`config.mk`:
```
export PLATFORM = sky130hd
export DESIGN_NAME = seq_pattern_trigger
export DESIGN_NICKNAME = d
export VERILOG_FILES = /design/src/rtl/seq_trig_pkg.sv /design/src/rtl/seq_trig_timeout.sv /design/src/rtl/seq_pattern_trigger.sv
export SDC_FILE = /design/constraint.sdc
export NUM_CORES = 1
export LEC_CHECK = 0
export BUFFER_PORTS_ARGS = -buffer_cell sky130_fd_sc_hd__buf_2
export CORE_MARGIN = 3
export CORE_UTILIZATION = 37
export CTS_CLUSTER_DIAMETER = 60
export DETAILED_ROUTE_END_ITERATION = 16
export HOLD_SLACK_MARGIN = 0.02
export PLACE_DENSITY = 0.89
export REMOVE_ABC_BUFFERS = 1
export SLEW_MARGIN = 5
export SYNTH_ARGS = -nofsm -noshare
export SYNTH_HDL_FRONTEND = slang
export SYNTH_SLANG_ARGS = --single-unit
```
`constraint.sdc`:
```
create_clock -name clk -period 3.2 [get_ports clk]
set_input_delay 0.48 -clock clk [delete_from_list [all_inputs] [get_ports clk]]
set_output_delay 0.48 -clock clk [all_outputs]
set_load 0.05 [all_outputs]
```
`src/rtl/seq_trig_pkg.sv`:
```
// seq_trig_pkg: shared constants and helpers for the sequence trigger
package seq_trig_pkg;
  localparam logic [127:0] AES_PT_VEC = 128'h00112233_44556677_8899aabb_ccddeeff;
  localparam logic [127:0] AES_KEY_VEC = 128'h3243f6a8_885a308d_313198a2_e0370734;
  localparam logic [127:0] ZERO_VEC = 128'h0;
  localparam logic [127:0] ONE_VEC = 128'h1;
  localparam int STRICT_RESTART = 1;
  localparam int HOLD = 0;
  function automatic int stage_w(input int n);
    return $clog2(n + 1);
  endfunction
endpackage

```
`src/rtl/seq_trig_timeout.sv`:
```
// seq_trig_timeout: inter-stage watchdog; expired when TIMEOUT-1 idle cycles elapse while running
module seq_trig_timeout #(
  parameter int TIMEOUT = 1024
) (
  input  logic clk,
  input  logic rst_n,
  input  logic run,
  input  logic clr,
  output logic expired
);
  localparam int CW = TIMEOUT > 1 ? $clog2(TIMEOUT) : 1;
  logic [CW-1:0] cnt;
  // count idle cycles; restart on any stage progress or whenever not running
  always_ff @(posedge clk or negedge rst_n)
    if (!rst_n) cnt <= '0;
    else cnt <= (clr || !run) ? '0 : cnt + 1'b1;
  assign expired = run && (cnt == CW'(TIMEOUT - 1));
endmodule

```
`src/rtl/seq_pattern_trigger.sv`:
```
// seq_pattern_trigger: in-order multi-pattern detector with sticky trigger; timeout enabled by SEQ_TRIG_TIMEOUT_EN
module seq_pattern_trigger import seq_trig_pkg::*; #(
  parameter int DATA_W = 128,
  parameter int NUM_STAGES = 4,
  parameter logic [NUM_STAGES*DATA_W-1:0] PATTERNS = {ONE_VEC, ZERO_VEC, AES_PT_VEC, AES_KEY_VEC},
  parameter int STRICT = STRICT_RESTART,
  parameter int CNT_W = 8,
  parameter int TIMEOUT = 1024
) (
  input  logic                             clk,
  input  logic                             rst_n,
  input  logic                             arm,
  input  logic                             trig_clr,
  input  logic                             data_valid,
  input  logic [DATA_W-1:0]                data,
  output logic                             trig,
  output logic                             trig_pulse,
  output logic [stage_w(NUM_STAGES)-1:0]   stage,
  output logic [CNT_W-1:0]                 hit_count
);
  localparam int SW = stage_w(NUM_STAGES);
  localparam logic [SW-1:0] LAST = SW'(NUM_STAGES);
  localparam bit STR = STRICT != HOLD;
  logic [DATA_W-1:0] cur_pat;
  logic [SW-1:0] adv_stage, stage_nx;
  logic sample, hit, seed, prog, done, expired;
  // select the pattern for the current stage and work out where this word takes us
  always_comb begin
    cur_pat = PATTERNS[DATA_W-1:0];
    for (int k = 1; k < NUM_STAGES; k++)
      if (stage == SW'(k)) cur_pat = PATTERNS[k*DATA_W +: DATA_W];
    sample = arm && data_valid && !trig;
    hit = data == cur_pat;
    seed = data == PATTERNS[DATA_W-1:0];
    adv_stage = hit ? stage + 1'b1 : (STR && seed) ? SW'(1) : STR ? '0 : stage;
    prog = sample && (hit || (STR && seed));
    done = sample && (adv_stage == LAST);
    stage_nx = prog ? adv_stage : expired ? '0 : sample ? adv_stage : stage;
  end
`ifdef SEQ_TRIG_TIMEOUT_EN
  seq_trig_timeout #(.TIMEOUT(TIMEOUT)) u_timeout (
    .clk(clk),
    .rst_n(rst_n),
    .run(stage != '0 && stage != LAST && !trig),
    .clr(trig_clr || prog),
    .expired(expired)
  );
`else
  assign expired = 1'b0 & (TIMEOUT > 0);
`endif
  // progress, sticky trigger, completion strobe and saturating hit counter
  always_ff @(posedge clk or negedge rst_n)
    if (!rst_n) begin
      trig <= 1'b0;
      trig_pulse <= 1'b0;
      stage <= '0;
      hit_count <= '0;
    end else if (trig_clr) begin
      trig <= 1'b0;
      trig_pulse <= 1'b0;
      stage <= '0;
    end else begin
      trig <= trig || done;
      trig_pulse <= done;
      stage <= stage_nx;
      if (done && !(&hit_count)) hit_count <= hit_count + 1'b1;
    end
endmodule

```
Word-level counts from Yosys, hierarchy flattened
Cells that the tools add are included.
Operators by class
  eq/ne operators: 6
  add/sub/neg operators: 2
  bitwise gates (word level): 1
  reductions and logical operators: 12
  mux-type cells: 10
Operators with widths (number)
  126-bit 2-to-1 mux: 3
  128-bit by 126-bit equality test with 1-bit output, second input constant: 1
  128-bit equality test: 1
  3-bit 2-to-1 mux: 4
  8-bit by 1-bit adder with 8-bit output, second input constant: 1
  8-bit AND reduction: 1
  3-bit by 2-bit equality test with 1-bit output, second input constant: 2
  1-bit logical AND: 5
  3-bit by 1-bit adder with 3-bit output, second input constant: 1
  3-bit by 1-bit equality test with 1-bit output, second input constant: 1
  3-bit equality test, second input constant: 1
  1-bit 2-to-1 mux: 3
  3-bit nonzero test: 1
  1-bit logical NOT: 2
  1-bit logical OR: 2
  2-bit AND reduction: 1
  1-bit inverter: 1
Storage, ports and cells
  input port bits: 133
  register bits after elaboration: 13
  word-level logic and storage cells: 35

Longest topological paths before layout
  word-level depth: 10
  depth in mapped cells: 10
  gate-level depth less buffers: 9

Least setup slack after synthesis
OpenSTA, ideal clock, no wires.
  path kind: flip-flop to flip-flop
  from: register stage[0]
  to: register hit_count[1]
  clock period less this slack: 3.119 ns
  path slack: 0.081 ns
  data arrival time: 2.994 ns
  setup time: 0.125 ns
  path buffers: 0
  required time: 3.075 ns
  stages on the path, launching flop included: 10
  path through: dfrtp_1 inv_1 ha_1 or2_2 a21oi_1 mux2i_1 o211ai_1 nor4b_4 nand3_4 mux2_4
Between the ends
  cells in the longest elaborated chain, start to end: 10
RTL lines
  start, declared: RTL line seq_pattern_trigger.sv:18  | output logic [stage_w(NUM_STAGES)-1:0] stage,
  start signal, assigned: RTL line seq_pattern_trigger.sv:65  | stage <= stage_nx;
  3-bit by 1-bit equality test with 1-bit output: RTL line seq_pattern_trigger.sv:31  | if (stage == SW'(k)) cur_pat = PATTERNS[k*DATA_W +: DATA_W];
  126-bit 2-to-1 mux (3 in series): RTL line seq_pattern_trigger.sv:31
  128-bit equality test: RTL line seq_pattern_trigger.sv:33  | hit = data == cur_pat;
  3-bit 2-to-1 mux *: RTL line seq_pattern_trigger.sv:35  | adv_stage = hit ? stage + 1'b1 : (STR && seed) ? SW'(1) : STR ? '0 : stage;
  3-bit equality test *: RTL line seq_pattern_trigger.sv:37  | done = sample && (adv_stage == LAST);
  1-bit logical AND *: RTL line seq_pattern_trigger.sv:37
  1-bit logical AND *: RTL line seq_pattern_trigger.sv:66  | if (done && !(&hit_count)) hit_count <= hit_count + 1'b1;
  2-bit AND reduction (no line) *
  end signal, assigned: RTL line seq_pattern_trigger.sv:66
  end, declared: RTL line seq_pattern_trigger.sv:19  | output logic [CNT_W-1:0] hit_count
Mark *: on every way between the ends. The rest lies on a longest branch, timed or not.
A chain may end at the register's enable or synchronous reset.

Final worst setup path
  from: register stage[0]
  to: register hit_count[4]
Same word-level chain as after synthesis.

==> metrics.csv <==
metric,value,unit
start_util,0.398,
core_area,0.00380,sq mm
vias,2282,
cts_setup_buffers,0,
synth-main-ff-cell,dfrtp_1,
yosysUniqueCellTypes,38,
synth-compound-area-share,0.0911,
max_cap_viol_count,0,
clk_latency,0.25,ns
wl_per_cell,14.9,microns
yosysSeqAreaShare,0.215,
num_antenna_cells,0,
grt_overflow,0,
ctsHoldBuffers,0,
post_cts_resize_count,0,
drive_above_1_share,0.463,
drt-initial-drc-count,92,
synth_edf_count,0,
h-tree-depth,1,
syn_inst,199,
final_cells,396,
final_nets,487,
synth_top_family_by_area,simple AND/OR/NAND/NOR gates,
dpl.cell_count,392,
cts_tree,done,
dieArea,0.00489,sq mm
post_synth_xor_area_fraction,0.0348,
final_antenna_net_count,0,
syn2layout_area_growth,54.6,%
grt_pass1_wl,9670,microns
min_path_type,input pin to async pin,
wl,5880,microns
worstPathCellList,"inv_1, ha_1, or2_2, a21oi_1, mux2i_1, o211ai_1, nor4b_4, buf_4, nand4_1, xnor2_1",
power_density,187,mW/mm^2
skew,0.00565,ns
setup_viol,0,
slew_violations,0,
period_share,0.910,
worstMarginPinSlew,0.521,ns
synthAdderAreaFrac,0.0414,
nFillCells,338,
drc,0,
setup_tns,0,ns
synth.cell_area,0.00151,sq mm
grt_usage,0.234,
cp_slowest_cell,dfrtp_1,
crit_arrival,3.04,ns
clk_pin_slew_worst_paths,0.05,ns
antenna_found_initial,0,
cpPeakStageDelay,0.41,ns
muxShareOfSynthArea,0.0232,
synth_area_per_cell,7.60,sq um
chipWidth,69.9,microns
ios,146,
rsz0062_at_grt,false,
fmax,0.343,GHz
slew_headroom,0.649,
dr.pass1.iters,4,
multi_input_comb_area,0.00115,sq mm
leakagePower,1.08,nW
finalHoldViolCount,0,
grt_max_degree,14,
seq_area,325,sq um
async_flop_share,1.00,
cp_data_required_time,3.33,ns
io_buffer_count,145,
grt_pass1_vias,2208,
yosys.area_share.simple,0.573,
startpoint_type,flip-flop,
ctsRootBufferMaster,clkbuf_8,
cp_max_fo,8,
cp-end-kind,flip-flop,
ir_drop,0.153,mV
avgViaCountPerCell,5.76,
hpwl,5220,microns
ys_ff_latch,13,
yosys_warnings,0,
clk_path_buf_depth,2,
gp_congestion,0.898,
post-route-min-period,2.91,ns
die_h,69.9,microns
cts_buffers,3,
status,"complete, no violations",
worst-setup-path-type,flip-flop to flip-flop,
num_rows,22,
clock-sinks,13,
==> logic make-up (layout without fill, tap and decap cells) <==
| family | after synthesis | in the layout |
|---|---|---|
| and+or+nand+nor | 144 | 144 |
| buffers and inverters | 6 | 155 |
| xor gates and xnor gates | 6 | 6 |
| adders and majority gates | 5 | 5 |
| AOI/OAI and AO/OA | 22 | 22 |
| DFF | 13 | 13 |
| muxes | 3 | 3 |
==> routing by layer <==
layer	up-vias	routed length, microns	share of wire	global-route usage
met1	1043	2420	0.41	0.300
li1	1129	-	-	-
met4	0	74	0.013	0.0383
met2	100	2970	0.50	0.420
met5	-	0	0	0
met3	10	418	0.071	0.0331
==> stage by stage <==
stage                     total power, W  hold WS (ns)  setup WS, ns  utilization  area [sq um]
after floorplan                 0.000187         0.184        0.0808            -          1500
after global placement          0.000290         0.377         0.343        0.603          2290
after detailed placement        0.000293         0.376         0.301        0.603          2290
after CTS                       0.000439         0.111         0.283        0.615          2340
after global routing            0.000461         0.126        0.0133        0.615          2340
final                           0.000437         0.107         0.288        0.615          2340
==> critical path: cells and delay by family (launching register included) <==
| kind | cells | cell delay [ns] |
|---|---|---|
| AND/OR/NAND/NOR | 3 | 0.76 |
| XOR/XNOR | 1 | 0.17 |
| buffers and inverters | 2 | 0.32 |
| flip-flops | 1 | 0.41 |
| multiplexers | 1 | 0.33 |
| AO/OA/AOI/OAI | 2 | 0.58 |
| adder cells (fa/ha/maj) | 1 | 0.24 |
==> state kept, by name, indices dropped and copies added (netlist names) <==
name,count
hit_count,8
stage,3
trig,1
trig_pulse,1
==> cells in the mapped netlist, types with 2 or more instances <==
master     instances  area (sq um)
and3_2             2          15.0
nand2_1           11          41.3
dfrtp_1           13           325
mux2i_1            2          20.0
ha_1               5          62.6
o21ai_0            4          20.0
o2111ai_1          2          17.5
and3_1             6          37.5
or2_2              2          12.5
and4_1             3          26.3
inv_1              5          18.8
xnor2_1            6          52.6
nor2_1            13          48.8
or3b_2             2          17.5
or3_1              2          12.5
o211ai_1           2          15.0
nand3_1           17          85.1
nor4_1            33           206
nor3_1            14          70.1
nand4_1           27           169
a21oi_1            8          40.0
nand3b_1           2          15.0
a31oi_1            2          12.5
nor2b_1            2          12.5
==> placed cells by master, fill, tap and decap left out, types with 2 or more instances in the layout <==
master     Yosys  layout
a21oi_1        8       8
a31oi_1        2       2
and3_1         6       6
and3_2         2       2
and4_1         3       3
buf_2          0     145
clkbuf_8       1       3
dfrtp_1       13      13
ha_1           5       5
inv_1          5       5
mux2i_1        2       2
nand2_1       11      11
nand3_1       17      17
nand3b_1       2       2
nand4_1       27      27
nor2_1        13      13
nor2b_1        2       2
nor3_1        14      14
nor4_1        33      33
o2111ai_1      2       2
o211ai_1       2       2
o21ai_0        4       4
or2_2          2       2
or3_1          2       2
or3b_2         2       2
xnor2_1        6       6
==> report_power, final <==
part / total (W) / leakage (nW) / switching (W) / internal, W
Sequential: 0.000165 / 0.182 / 0.0000000000000000000169 / 0.000165
Clock: 0.000146 / 0.0228 / 0.0000577 / 0.0000879
Combinational: 0.000127 / 0.878 / 0.0000580 / 0.0000688
Total: 0.000437 / 1.08 / 0.000116 / 0.000321
==> path summary, 6_finish.rpt <==
check | from | end | slack, ns | depth (start not counted)
worst max-delay path | stage[0] | hit_count[4] | 0.29 | 10
worst min-delay path | rst_n | hit_count[7] | 0.11 | 1
worst max register to register | stage[0] | hit_count[4] | 0.29 | 10
worst min register to register | hit_count[3] | hit_count[3] | 0.52 | 1
max in group asynchronous | rst_n | stage[0] | 2.87 | 1
min in group clk | trig_clr | stage[1] | 0.48 | 2
==> area by class of cell <==
type	count	area share
flip-flops and latches	13	0.139
multi-input cells	180	0.494
well taps	48	0.0257
repair buffers	146	0.314
clock buffers	4	0.0193
inverters	5	0.00803
Note: power is estimated with default switching activity, not from simulation.
